--- config.mk ---
export PLATFORM = sky130hd
export DESIGN_NAME = simon_decrypt
export DESIGN_NICKNAME = d
export VERILOG_FILES = /design/src/rtl/simon_decrypt.sv
export SDC_FILE = /design/constraint.sdc
export NUM_CORES = 1
export LEC_CHECK = 0
export CORE_MARGIN = 1.5
export CORE_UTILIZATION = 50
export DETAILED_ROUTE_END_ITERATION = 16
export PLACE_DENSITY_LB_ADDON = 0.3
export RECOVER_POWER = 100
export SLEW_MARGIN = 40
export SYNTH_ARGS = -nofsm -noshare
export SYNTH_HDL_FRONTEND = slang
export SYNTH_SLANG_ARGS = --single-unit
--- constraint.sdc ---
create_clock -name clk -period 8 [get_ports clk]
set_input_delay 1.6 -clock clk [delete_from_list [all_inputs] [get_ports clk]]
set_output_delay 1.6 -clock clk [all_outputs]
set_load 0.01 [all_outputs]
--- src/rtl/simon_decrypt.sv ---
// Iterative Simon decryptor: expands the round-key schedule on chip,
// then applies the inverse round once per clock, keys in reverse order.
module simon_decrypt #(
  parameter int n = 16,
  parameter int m = 4
) (
  input  logic           clk,
  input  logic           rst,
  input  logic           start,
  input  logic [2*n-1:0] ciphertext_in,
  input  logic [n*m-1:0] key,
  output logic [2*n-1:0] plaintext,
  output logic           busy,
  output logic           done
);

  function automatic int rounds_f(input int nn, input int mm);
    int r;
    r = 0;
    if (nn == 16 && mm == 4) r = 32;
    else if (nn == 24 && mm == 3) r = 36;
    else if (nn == 24 && mm == 4) r = 36;
    else if (nn == 32 && mm == 3) r = 42;
    else if (nn == 32 && mm == 4) r = 44;
    else if (nn == 48 && mm == 2) r = 52;
    else if (nn == 48 && mm == 3) r = 54;
    else if (nn == 64 && mm == 2) r = 68;
    else if (nn == 64 && mm == 3) r = 69;
    else if (nn == 64 && mm == 4) r = 72;
    return r;
  endfunction

  localparam logic [61:0] Z0 =
    62'b11111010001001010110000111001101111101000100101011000011100110;
  localparam logic [61:0] Z1 =
    62'b10001110111110010011000010110101000111011111001001100001011010;
  localparam logic [61:0] Z2 =
    62'b10101111011100000011010010011000101000010001111110010110110011;
  localparam logic [61:0] Z3 =
    62'b11011011101011000110010111100000010010001010011100110100001111;
  localparam logic [61:0] Z4 =
    62'b11010001111001101011011000100000010111000011001010010011101111;

  // Constant sequence chosen by (n, m); string bit 0 is the MSB.
  function automatic logic [61:0] zseq_f(input int nn, input int mm);
    logic [61:0] z;
    z = Z0;
    if (nn == 24 && mm == 4) z = Z1;
    else if ((nn == 32 && mm == 3) || (nn == 48 && mm == 2) ||
             (nn == 64 && mm == 2)) z = Z2;
    else if ((nn == 32 && mm == 4) || (nn == 48 && mm == 3) ||
             (nn == 64 && mm == 3)) z = Z3;
    else if (nn == 64 && mm == 4) z = Z4;
    return z;
  endfunction

  localparam int T = rounds_f(n, m);
  localparam int AW = $clog2(T);
  localparam logic [61:0] Z = zseq_f(n, m);

  if (T == 0) begin : g_illegal
    $error("simon_decrypt: illegal n/m combination");
  end

  function automatic logic [n-1:0] ror(input logic [n-1:0] v,
                                       input int r);
    return (v >> r) | (v << (n - r));
  endfunction

  function automatic logic [n-1:0] rol(input logic [n-1:0] v,
                                       input int r);
    return (v << r) | (v >> (n - r));
  endfunction

  typedef enum logic [1:0] {
    S_IDLE,
    S_EXPAND,
    S_DECRYPT,
    S_DONE
  } state_t;

  state_t         state_q, state_d;
  logic [7:0]     cnt_q, cnt_d;
  logic [n-1:0]   x_q, x_d;
  logic [n-1:0]   y_q, y_d;
  logic [2*n-1:0] pt_q, pt_d;
  logic [n-1:0]   ks_q [T];

  logic           accept;
  logic [AW-1:0]  ic, i1, i3, im;
  logic [7:0]     ei;
  logic [5:0]     zi, zr;
  logic           zbit;
  logic [n-1:0]   tmp, newk, fy, ynew;

  assign accept = start &&
                  (state_q == S_IDLE || state_q == S_DONE);

  // Key-schedule step for the word at index cnt_q, and inverse round.
  always_comb begin
    ic   = cnt_q[AW-1:0];
    i1   = ic - AW'(1);
    i3   = (m == 4) ? ic - AW'(3) : i1;
    im   = ic - AW'(m);
    ei   = cnt_q - 8'(m);
    zi   = (ei >= 8'd62) ? 6'(ei - 8'd62) : ei[5:0];
    zr   = 6'd61 - zi;
    zbit = Z[zr];
    tmp  = ror(ks_q[i1], 3);
    if (m == 4) tmp = tmp ^ ks_q[i3];
    tmp  = tmp ^ ror(tmp, 1);
    newk = ~ks_q[im] ^ tmp ^ {{(n-1){1'b0}}, zbit} ^
           {{(n-2){1'b0}}, 2'b11};
    fy   = (rol(y_q, 1) & rol(y_q, 8)) ^ rol(y_q, 2);
    ynew = x_q ^ fy ^ ks_q[ic];
  end

  // Next-state and datapath update.
  always_comb begin
    state_d = state_q;
    cnt_d   = cnt_q;
    x_d     = x_q;
    y_d     = y_q;
    pt_d    = pt_q;
    unique case (state_q)
      S_IDLE, S_DONE: begin
        if (start) begin
          x_d     = ciphertext_in[2*n-1:n];
          y_d     = ciphertext_in[n-1:0];
          cnt_d   = 8'(m);
          state_d = S_EXPAND;
        end
      end
      S_EXPAND: begin
        if (cnt_q == 8'(T - 1)) begin
          state_d = S_DECRYPT;
        end else begin
          cnt_d = cnt_q + 8'd1;
        end
      end
      S_DECRYPT: begin
        x_d = y_q;
        y_d = ynew;
        if (cnt_q == 8'd0) begin
          pt_d    = {y_q, ynew};
          state_d = S_DONE;
        end else begin
          cnt_d = cnt_q - 8'd1;
        end
      end
      default: state_d = S_IDLE;
    endcase
  end

  // State and datapath registers.
  always_ff @(posedge clk) begin
    if (rst) begin
      state_q <= S_IDLE;
      cnt_q   <= '0;
      x_q     <= '0;
      y_q     <= '0;
      pt_q    <= '0;
    end else begin
      state_q <= state_d;
      cnt_q   <= cnt_d;
      x_q     <= x_d;
      y_q     <= y_d;
      pt_q    <= pt_d;
    end
  end

  // Round-key array: key words on start, one derived word per expand cycle.
  always_ff @(posedge clk) begin
    if (!rst) begin
      if (accept) begin
        for (int i = 0; i < m; i++) begin
          ks_q[AW'(i)] <= key[i*n +: n];
        end
      end else if (state_q == S_EXPAND) begin
        ks_q[ic] <= newk;
      end
    end
  end

  assign plaintext = pt_q;
  assign busy      = (state_q == S_EXPAND) || (state_q == S_DECRYPT);
  assign done      = (state_q == S_DONE);

endmodule

== After elaboration in Yosys (flattened, before gate mapping) ==
Memory sizes are Yosys's and may differ from the RTL's. A register that Yosys moved wholly into a read port is not among the register bits.
Index checks and enable logic that the tools add are counted.
Cells by class
  add/subtract/negate cells: 8
  magnitude comparators: 2
  eq/ne operators: 9
  multiplexer cells: 26
  bitwise operators: 15
  reductions and logical operators: 12
Operator list (number)
  $xor 16x16->16: 6
  $pmux 16 s2: 2
  $mux 16: 3
  $mux 8: 3
  $pmux 8 s3: 1
  $and 16x16->16: 1
  $not 16->16: 1
  $or 13x16->16: 1
  $or 15x16->16: 1
  $or 16x1->16: 1
  $or 16x2->16: 1
  $or 16x8->16: 1
  $reduce_or 16->1: 1
  $xor 16x1->16: 1
  $mux 5: 3
  $ne 2x2->1 const B: 5
  $mux 1: 9
  $add 8x1->8 const B: 1
  $eq 8x5->1 const B: 1
  $ge 8x6->1 const B: 1
  $logic_not 8->1: 1
  $sub 8x1->8 const B: 1
  $sub 8x3->8 const B: 1
  $lt 6x7->1 const B: 1
  other kinds (18): 24
Storage, ports and cells
  bits in registers: 74
  RAM bits: 512
  bits in read-only memories: 64
  input port bits: 99
  output and inout bits: 34
  word-level logic and storage cells: 79
  memories kept: 2
Memory list
  ks_q: words 32, bits a word 16, rd ports 4, clocked after memory_dff 1, write ports 4, RTL line 87  | logic [n-1:0] ks_q [T];
  (no name shown): words 64, bits a word 1, rd ports 1, clocked after memory_dff 0, write ports 0, RTL line 108  | zbit = Z[zr];

== Logic depth before layout (Yosys ltp) ==
Gate-level depths: netlist (run 1).
An unclocked memory read counts as a cell.
  word-level depth: 10
  gate-level depth with buffers: 20
  depth with buffers taken out: 17

== Worst setup path before layout (run 1) ==
Ideal clock, no wire load.
  path kind: reg2reg
  from: register cnt_q[0]
  to: memory ks_q[0][15] (data pin)
  setup time: 0.139 ns
  data arrival time: 5.472 ns
  required time: 7.861 ns
  path slack: 2.389 ns
  cell stages (with the launch flop): 19
  buffers on the path: 9
  clock period less this slack: 5.611 ns
  path through: dfxtp_1 buf_2 buf_2 buf_2 buf_1 buf_2 inv_1 ha_1 clkbuf_1 buf_2 buf_2 buf_1 mux4_2 mux4_2 mux2i_1 xnor2_1 xnor2_1 xnor2_1 mux2_2
RTL lines
  start: declaration: RTL line 83  | logic [7:0] cnt_q, cnt_d;
  start signal: assignment: RTL line 165  | cnt_q <= cnt_d;
  end: declaration: RTL line 87

==> results.txt, run 1 <==
Setup repair after global routing left no endpoint under its margin. For this run, design rule violations remaining after detail routing come to 0. The path class of the tightest hold or removal check is reg2reg. In this run the horizontal extent of the chip is 275 microns.

The run gives 0.63 ns as the clock network latency to the later pin of the worst-skew pair. Fill cells in the final layout number 5422. In this run the clock root is driven by a clkbuf_16. Buffers inserted to repair hold after CTS numbered 0.

Number of maximum-capacitance violations: 21. The post-route netlist has 38.6% of its cells at a drive strength greater than 1. In the post-synthesis netlist, the biggest area contributors are edfxtp_1 41%, mux4_2 39%, dfxtp_1 4.3%. Clock-pin slew was measured on the worst setup and hold paths at 0.06 ns. In the synthesized netlist the dominant register cell turns out to be edfxtp_1. Across every metal layer, demand over resource in global routing totals 30.6%. The total standard cell area after synthesis was 0.0371 sq mm.

Once layout is done, the placed cells without fillers occupy 0.0418 sq mm. The floorplan step defined a die boundary enclosing 0.0759 sq mm. The worst setup path is launched from a flip-flop. The starting density of the core is 50.7%. Setup violations remaining at the end of the flow were counted as 0. The run gives 0 as the setup fix buffers added after clock tree synthesis. The tools report the number of antenna violations at the first check in global routing as 4.

Fmax: 0.148 GHz. For the setup TNS after final layout, the log shows 0 ns. In this run the cell area measured after placement is 0.0407 sq mm. For this run the aggregate overflow at the end of global routing stands at 0.

The synthesized design contains 512 enable-type register cells. The clock passes through at most 3 buffers. Gates resized during post-CTS repair numbered 0. Relative to the synthesized area, the layout overhead comes to 12.6%.

Critical path class: reg2reg. For this design the top-level I/O count stands at 133. The run gives 1.25 ns as the setup slack on the worst flop-to-flop path. The run finished, with violations left.

The CTS H-tree depth is 3. The period utilization was 84.3%. The via count of the first global-routing pass came out at 23600.

The region available for standard cell placement spans 0.0732 sq mm. STA classifies the critical path endpoint as a flip-flop. The startpoint identified for the worst register-to-register timing path is cnt_q[0].

For the net count reported at finish, the log shows 2328. The logic depth of the worst register-to-register path was 10; the number of I/O port buffers was 132. Counting instances in the post-synthesis netlist gives the leading cell types as 640 x mux4_2, 512 x edfxtp_1, 106 x xnor2_1, 102 x nor2_1, 98 x nand2_1. Clock skew on the completed layout was measured at 0.0272 ns. Subtracting the final worst setup slack from the clock period gives 6.75 ns. The number of antenna-violating nets in the routed design is 0. The logs give 0.0170 sq mm for the total area of sequential cells and 74.6 mm for the post-DP HPWL.

The average routed wire per standard cell works out to 35.5 microns. The synthesized design spends more area on one cell type than any other, namely edfxtp_1. The share of the Yosys chip area taken by registers is 45.7%. Cell with the most instances after synthesis: mux4_2. For the count of mapped cells out of synthesis, the log shows 2113. Flip-flop and latch count after synthesis: 591. Floorplan die height: 275 microns. TritonCTS built the clock tree. Each instance of the synthesized netlist takes up on average 17.6 sq um.

The tools report the wire length of the first global-routing pass as 165 mm. Along the worst hold path, the cell count comes to 2. Measured against its own limit, the worst slew margin works out to -143%.

After synthesis, the netlist uses 58 different library cells. In this run the worst setup path begins at cnt_q[0]. The final reports fail on max-capacitance violations, max-slew violations. The area of the multi-input gates came out at 0.0195 sq mm. The share of synthesized area in the top cell type comes to 41.4%. The logs give 133 for the largest net degree at the start of global routing and 3523 for the violation count after the first detailed-routing iteration.

The transition time at the pin with the least slew margin is 3.65 ns. In this run the worst setup path terminates at ks_q[2][14]. The max-slew violation count is 389, and the worst endpoint required time is 8.47 ns.

In this run the critical register-to-register path is captured at ks_q[2][14]. The pre-antenna-repair detailed-routing pass consisted of 6 iterations. For the data arrival at the endpoint of the critical path, the log shows 7.22 ns. The logs give 66 for the total clock buffers created by CTS and 0 for the count of yosys warnings during synthesis. The total count of hold-check failures in the final report was 0. At the end of routability-driven placement, the weighted congestion stood at 0.893.

Of all nets on the critical path, the largest fanout is 84. Synthesis produced a netlist with a net count of 2238. The detailed router placed 24200 vias in this run. The number of vias per cell works out to 7.55.

The share of synthesized registers carrying an async set or reset is 0%. After floorplanning, the core was divided into 99 placement rows. The routed wire length came out at 114 mm.

The tools report the number of clock sinks as 591.
-- stage by stage --
step / cells / setup slack (ns) / hold slack (ns) / util (%)
2_1_floorplan: 2113 / 2.39 / 0.481 / -
6_report: 3211 / 1.25 / 0.449 / 57.1
5_1_grt: 3211 / 0.894 / 0.475 / 57.1
3_3_place_gp: 3056 / 2.17 / 0.445 / 54.2
3_5_place_dp: 3091 / 2.05 / 0.448 / 55.5
4_1_cts: 3205 / 1.99 / 0.455 / 58.4
-- kinds of logic (layout without fill, tap and decap cells) --
group           after synthesis  in the layout  synth area share [%]
xor+xnor                    118            118                  2.80
flops                       591            591                  45.7
buf+inv                     206            342                  2.34
fa+ha+maj                    26             26                 0.897
simple gates                244            244                  2.76
mux                         790            790                  43.1
compound gates              138            138                  2.44
other cells                   0              3                     0
-- cells in the final DEF, fill, tap and decap left out, drive strengths merged, types with 5 or more instances in the layout --
cell           count
a211oi            20
a21oi             50
a22oi              5
buf               44
clkbuf           126
clkdlybuf4s50     97
clkinv            15
dfxtp             79
dlygate4sd3       34
edfxtp           512
ha                25
inv               20
mux2              60
mux2i             90
mux4             640
nand2             98
nand3             11
nor2             102
nor3               6
nor4               5
o211ai            12
o21ai             22
o21bai             5
or3                5
xnor2            107
xor2              11
-- layout make-up --
class	instances	share of cell area [%]
multi-input combinational	1316	46.8
sequential	591	40.6
timing repair buffer	213	4.68
clock buffer	88	4.33
tap	959	2.87
clock inverter	26	0.590
inverter	15	0.135
antenna	3	0.0180
-- routing by layer --
layer,share of wire [%],wire (microns),up-vias,track usage [%]
met2,46,52400,1890,45.3
met4,4.8,5470,0,12.8
met3,14,15800,315,9.39
met1,35,40400,12700,42.3
li1,-,-,9280,-
met5,0,0,-,0
-- critical path, cell delays in order, from the launching register on --
cell and delay [ns]:
dfxtp_4 0.80, inv_1 0.36, ha_1 1.51, buf_12 0.51, mux4_2 0.58, mux4_2 0.49
mux2i_1 0.19, xnor2_1 0.35, xnor2_1 0.20, xnor2_2 1.10, mux2_2 0.35
-- sequential cells by signal, summed over array words and instances (netlist names), named ones only --
name / cells
plaintext: 32
cnt_q: 8
ks_q: 512
state_q: 2
x_q: 16
y_q: 16
-- worst min-delay path by stage --
stage	start	to	slack, ns
floorplan	plaintext[11]	plaintext[11]	0.48
global placement	plaintext[24]	plaintext[24]	0.45
detailed placement	plaintext[30]	plaintext[30]	0.45
CTS	plaintext[30]	plaintext[30]	0.46
global route	plaintext[23]	plaintext[23]	0.48
finish	plaintext[30]	plaintext[30]	0.45
Power of run 1 is left out: the tool's default activity adds up to more than one toggle a clock period on the data nets, which glitch-free logic cannot reach.
==> run 2: changes to the inputs <==
==> constraint.sdc (replaced) <==
create_clock -name clk -period 6.2 [get_ports clk]
set_input_delay 1.24 -clock clk [delete_from_list [all_inputs] [get_ports clk]]
set_output_delay 1.24 -clock clk [all_outputs]
set_load 0.01 [all_outputs]
==> run 2 against run 1 <==
Against the previous run:
- the run still ends with max-capacitance violations, max-slew violations left
- worst setup slack worse by 0.94 ns
- register-to-register slack worse by 0.94 ns
- via count is 0.10% higher
- die area stayed put
- first-iteration DRC count is 5.2% higher
- clock skew is 0.0055 ns lower
- non-clock buffer count is 36 higher
- critical path type unchanged
- highest routed layer is now met5
==> results.txt, run 2 (synthesis gave the netlist of run 1 again) <==
The run finished, with violations left. The checks that failed: max-capacitance violations, max-slew violations. The overall die area came out at 0.0759 sq mm (unchanged). The setup fix buffers added after clock tree synthesis is 0 (unchanged), and the worst endpoint required time is 6.57 ns (-1.90 ns). The transition time at the pin with the least slew margin works out to 2.51 ns (-1.14 ns). CTS root buffer: clkbuf_16. The number of I/O port buffers came out at 132 (unchanged). The signal on the critical path passes through inv_1, ha_1, buf_12, buf_12, buf_4, mux4_2, mux4_2, mux2i_1, xnor2_1, xnor2_1, xnor2_2, clkbuf_2, mux2_2.

Number of antenna-violating nets in the routed design: 0 (unchanged). The flip-flop count of the largest register, all copies and words added works out to 512 (unchanged). The number of antenna violations at the first check in global routing was 0 (-4); the delay of the slowest cell on the worst path was 1.15 ns (-0.36 ns).

Path category of the worst min-delay check: reg2reg. Setup repair after global routing left no endpoint under its margin. The max-slew violation count is 267 (-31%). For the largest net degree at the start of global routing, the log shows 133 (unchanged). The critical path is of the reg2reg type. The floorplan die height came out at 275 microns (unchanged). The via count of the first global-routing pass is 23900 (+1.6%). Counting flops per register, the top entry is ks_q.

The floorplan core area was 0.0732 sq mm (unchanged); the starting density of the core was 50.7% (unchanged). The fraction of final layout cells sized beyond drive strength 1 was 39.0% (+0.40 points). The tools report the violation count after the first detailed-routing iteration as 3706 (+5.2%).

The tools report the number of inserted diodes as 0 (-3). The run gives 0.0420 sq mm (+0.38%) as the area of all placed cells without fillers. Top-level port count: 133 (unchanged). The highest fanout seen on the critical path is 32 (-62%).

The number of fillers in the final layout is 5388 (-0.63%). The library cell used most frequently in the layout, excluding fill and tap cells, is mux4_2. The setup TNS after final layout is 0 ns (unchanged), and the count of vias placed by the detailed router is 24300 (+0.10%). Cell with the largest stage delay on the worst path: ha_1. The total count of hold-check failures in the final report is 0 (unchanged), and the number of rows in the core area is 99 (unchanged). The period utilization was 94.9% (+11 points); the net count reported at finish was 2364 (+1.5%). The tools report the worst slack at placement as 0.527 ns (-1.52 ns). The logs give 0.901 (+0.83%) for the weighted congestion reported at the end of routability-driven placement and 0 (unchanged) for the quantity of gates resized following cts. The clock-pin slew on the worst setup and hold paths works out to 0.06 ns (about the same). Length of the first detailed-routing pass in iterations: 6 (unchanged). The final critical-path required period is 5.89 ns (-0.860 ns). The run gives 0.0217 ns (-0.00551 ns) as the final setup skew. The element type at the critical path start was a flip-flop.

The kind of end point of the critical path is a flip-flop. The data arrival at the endpoint of the critical path is 6.25 ns (-0.97 ns), and the clock network latency to the later pin of the worst-skew pair is 0.62 ns (about the same). TritonCTS built the clock tree.

The CTS H-tree depth is 3 (unchanged). Total clock buffers created by CTS: 66 (unchanged). The tools report the number of buffers on the longest clock path as 3 (unchanged).

For the post-DP HPWL, the log shows 76.7 mm (+2.7%). The library cells used most frequently in the layout, excluding fill and tap cells, are 640 x mux4_2, 512 x edfxtp_1, 102 x nor2_1, 98 x nand2_1, 97 x clkdlybuf4s50_1. The number of maximum-capacitance violations is 15 (-29%), and the number of setup violations in the final report is 0 (unchanged). The total routing usage reported by global routing was 30.7% (+0.16 points); the number of clock sinks was 591 (unchanged). For the number of hold buffers added after cts, the log shows 0 (unchanged). The number of vias per cell is 7.47 (-1.1%), and the placed instance area is 0.0411 sq mm (+1.0%). The tools report the residual overflow from global routing as 0 (unchanged). For the wire length of the first global-routing pass, the log shows 166 mm (+0.61%).

The routed wire length was 114 mm (+0.23%); the average routed wire per standard cell was 35.2 microns (-0.94%). For the relative max-transition margin, the log shows -67.6% (+76 points). The die extent in x is 275 microns (unchanged). The worst path setup slack after routing is 0.314 ns (-0.940 ns). The final routed DRC violation total is 0 (unchanged), and the area added between synthesis and finish is 13.0%.

Fmax: 0.170 GHz (+15%).
run 2: metrics by stage:
step,utilization (%),std cells,hold slack [ns]
6_report,57.3,3249,0.452
4_1_cts,58.9,3246,0.455
3_3_place_gp,54.6,3086,0.449
2_1_floorplan,-,2113,0.481
3_5_place_dp,56.1,3127,0.446
5_1_grt,57.3,3249,0.471
run 2: final timing paths:
check                                   start  cells after the start             to  slack, ns
worst min register to register  plaintext[21]                      2  plaintext[21]       0.45
worst max-delay path                 cnt_q[1]                     13    ks_q[2][13]       0.31
worst min-delay path            plaintext[21]                      2  plaintext[21]       0.45
worst max register to register       cnt_q[1]                     13    ks_q[2][13]       0.31
run 2: layout make-up:
| cell class | count | area, sq um | share of cell area [%] |
|---|---|---|---|
| inverters | 15 | 56.3 | 0.134 |
| clock buffers | 88 | 1760 | 4.18 |
| clock inverters | 31 | 260 | 0.620 |
| well taps | 959 | 1200 | 2.86 |
| multi-input cells | 1316 | 19500 | 46.4 |
| repair buffers | 249 | 2230 | 5.32 |
| flip-flops and latches | 591 | 17000 | 40.4 |
run 2: metal layers:
metal | routed length, microns | global-route usage [%]
met5 | 86 | 0.815
met4 | 5310 | 12.6
met3 | 16800 | 10.7
met2 | 52300 | 45.3
met1 | 39900 | 42.0
run 2: worst max-delay path: cells and delay by family, from the launching register on:
family | cells | cell delay [ns]
mux | 4 | 1.61
buf+inv | 5 | 1.50
fa+ha+maj | 1 | 1.15
xor+xnor | 3 | 0.80
flops | 1 | 0.53
Power of run 2 is left out for the same reason.
==> run 3: changes to the inputs <==
--- a/config.mk
+++ b/config.mk
@@ -8,7 +8,7 @@
 export CORE_MARGIN = 1.5
 export CORE_UTILIZATION = 50
 export DETAILED_ROUTE_END_ITERATION = 16
-export PLACE_DENSITY_LB_ADDON = 0.3
+export PLACE_DENSITY = 0.78
 export RECOVER_POWER = 100
 export SLEW_MARGIN = 40
 export SYNTH_ARGS = -nofsm -noshare
==> run 3 against run 2 <==
Against the previous run:
- the flow still finishes with violations (max-capacitance violations, max-slew violations)
- clock skew up 0.017 ns
- non-clock buffer count fell by 9
- sequential share of layout area grew 0.12 points
- via count rose by 2.0%
- wire length is 1.9% higher
- worst setup slack better by 0.038 ns
- die area is the same
- global-route usage up 0.26 points
- critical path depth decreased by 2
- critical endpoint is now ks_q[19][9]
- largest cell class unchanged
==> results.txt, run 3 (synthesis gave the netlist of run 1 again) <==
The starting density of the core is 50.7% (unchanged). The number of rows in the core area is 99 (unchanged). Kind of end point of the critical path: a flip-flop.

The floorplan die height was 275 microns (unchanged). The tools report the length of the first detailed-routing pass in iterations as 8 (+2). The floorplan core area is 0.0732 sq mm (unchanged). The transition time at the pin with the least slew margin came out at 3.00 ns (+0.488 ns).

In this run the critical register-to-register path is launched from cnt_q[0]. The tools report the setup slack on the worst flop-to-flop path as 0.35 ns (+0.04 ns). The quantity of gates resized following cts is 0 (unchanged).

Number of clock sinks: 591 (unchanged). The die extent in x is 275 microns (unchanged), and the violation count after the first detailed-routing iteration is 4208 (+14%). In this run the critical register-to-register path is captured at ks_q[19][9]. The logs give 76.9 mm (+0.30%) for the post-DP HPWL and 0 (unchanged) for the setup fix buffers added after clock tree synthesis. The period utilization is 94.3% (-0.61 points).

The average routed wire per standard cell is 36.0 microns (+2.4%), and the number of setup violations in the final report is 0 (unchanged). The root buffer cell chosen for the clock tree is clkbuf_16. The area added between synthesis and finish is 12.7%, and the worst hold path cell count is 2 (unchanged). The path class of the tightest hold or removal check is reg2reg. The setup TNS after final layout came out at 0 ns (unchanged).

The data arrival at the endpoint of the critical path is 6.35 ns (+0.10 ns), and the logic depth of the worst register-to-register path is 11 (-2). Start point of the critical path: cnt_q[0]. The critical path ends at ks_q[19][9]. The final critical-path required period is 5.85 ns (-0.0378 ns), and the total count of hold-check failures in the final report is 0 (unchanged).

Fmax: 0.171 GHz (+0.65%). The overall die area was 0.0759 sq mm (unchanged). The library cell used most frequently in the layout, excluding fill and tap cells, is mux4_2. TritonCTS built the clock tree.

Leaving out fill and tap cells, the most frequent cells in the layout are 640 x mux4_2, 512 x edfxtp_1, 101 x nor2_1, 98 x nand2_1, 97 x clkdlybuf4s50_1. The via count of the first global-routing pass was 24400 (+2.1%). The highest fanout seen on the critical path is 66 (+110%). The tools report the final setup skew as 0.0387 ns (+0.0170 ns). The clock network latency to the later pin of the worst-skew pair is 0.66 ns (+0.04 ns), and the number of antenna violations at the first check in global routing is 1 (+1).

The element type at the critical path start was a flip-flop. The total routing usage reported by global routing was 31.0% (+0.26 points). The tools report the residual overflow from global routing as 0 (unchanged). The flip-flop count of the largest register, all copies and words added came out at 512 (unchanged). Wire length of the first global-routing pass: 168 mm (+1.4%). The clock-pin slew on the worst setup and hold paths is 0.06 ns (about the same), and the final routed DRC violation total is 0 (unchanged). The top-level port count was 133 (unchanged).

The number of hold buffers added after cts was 0 (unchanged). The max-slew violation count came out at 308 (+15%). The CTS H-tree depth came out at 2 (-1). The fraction of final layout cells sized beyond drive strength 1 is 39.2% (+0.18 points).

Worst endpoint required time: 6.71 ns (+0.14 ns). The number of I/O port buffers was 132 (unchanged); the number of maximum-capacitance violations was 18 (+3). Weighted congestion reported at the end of routability-driven placement: 0.917 (+1.8%). Setup repair after global routing left no endpoint under its margin. The run finished, with violations left.

The run gives 120 (-9.8%) as the largest net degree at the start of global routing. Critical path class: reg2reg. The number of antenna-violating nets in the routed design was 0 (unchanged); the number of vias per cell was 7.66 (+2.5%).

For the net count reported at finish, the log shows 2348 (-0.68%). The final reports fail on max-capacitance violations, max-slew violations. The logs give 24800 (+2.0%) for the count of vias placed by the detailed router and 117 mm (+1.9%) for the routed wire length.

Relative max-transition margin: -100% (-33 points). The largest register by flop count was ks_q. The run gives 3 (unchanged) as the number of buffers on the longest clock path. The number of fillers in the final layout came out at 5287 (-1.9%). The run gives 59 (-11%) as the total clock buffers created by CTS.
[run 3: cell count changes in the layout (fill, tap and decap cells not counted), moves of 3 or more]
cell / previous run / this run
bufinv_16: 3 / 6
clkbuf_1: 68 / 52
clkbuf_16: 66 / 60
xnor2_2: 17 / 13
xnor2_1: 89 / 93
clkinv_2: 9 / 14
inv_6: 6 / 0
clkbuf_2: 11 / 8
[run 3: worst max-delay path, cell delays in order (launching register included)]
cell and delay [ns]:
dfxtp_4 0.65, inv_1 0.33, ha_4 0.44, clkbuf_4 0.92
buf_4 0.47, mux4_2 0.55, mux4_2 0.49, mux2i_1 0.22
xnor2_1 0.24, xnor2_1 0.18, xnor2_2 0.75, buf_4 0.32
[run 3: routing by layer]
layer	vias to the layer above	global-route usage, %	routed length [microns]
met5	-	0	0
met4	0	15.1	6370
met3	422	10.9	18600
met2	2312	45.6	53200
met1	12700	41.3	38400
li1	9327	-	-
[run 3: worst min-delay path by stage]
stage          slack, ns     startpoint       endpoint
2_1_floorplan       0.48  plaintext[11]  plaintext[11]
3_3_place_gp        0.45  plaintext[19]  plaintext[19]
3_5_place_dp        0.45  plaintext[23]  plaintext[23]
4_1_cts             0.46  plaintext[23]  plaintext[23]
5_1_grt             0.48  plaintext[22]  plaintext[22]
6_report            0.45  plaintext[23]  plaintext[23]
[run 3: final cells by class]
type	count	area, sq um	share of cell area [%]
multi-input cells	1316	19500	46.5
flip-flops and latches	591	17000	40.6
repair buffers	240	2170	5.19
clock buffers	72	1590	3.79
well taps	959	1200	2.87
clock inverters	38	378	0.903
inverters	15	56.3	0.135
diodes	2	5.00	0.0120
[run 3: stage by stage]
step                setup WS [ns]  instances  utilization (%)  hold slack (ns)  cell area [sq um]
CTS                         0.844       3228             58.7            0.459              43000
global placement             1.14       3080             54.5            0.447              39900
floorplan                   0.589       2113                -            0.481              37100
global route                0.165       3232             57.2            0.477              41800
detailed placement          0.902       3118             56.0            0.450              41000
finish                      0.352       3233             57.2            0.455              41800
Power of run 3 is left out for the same reason.
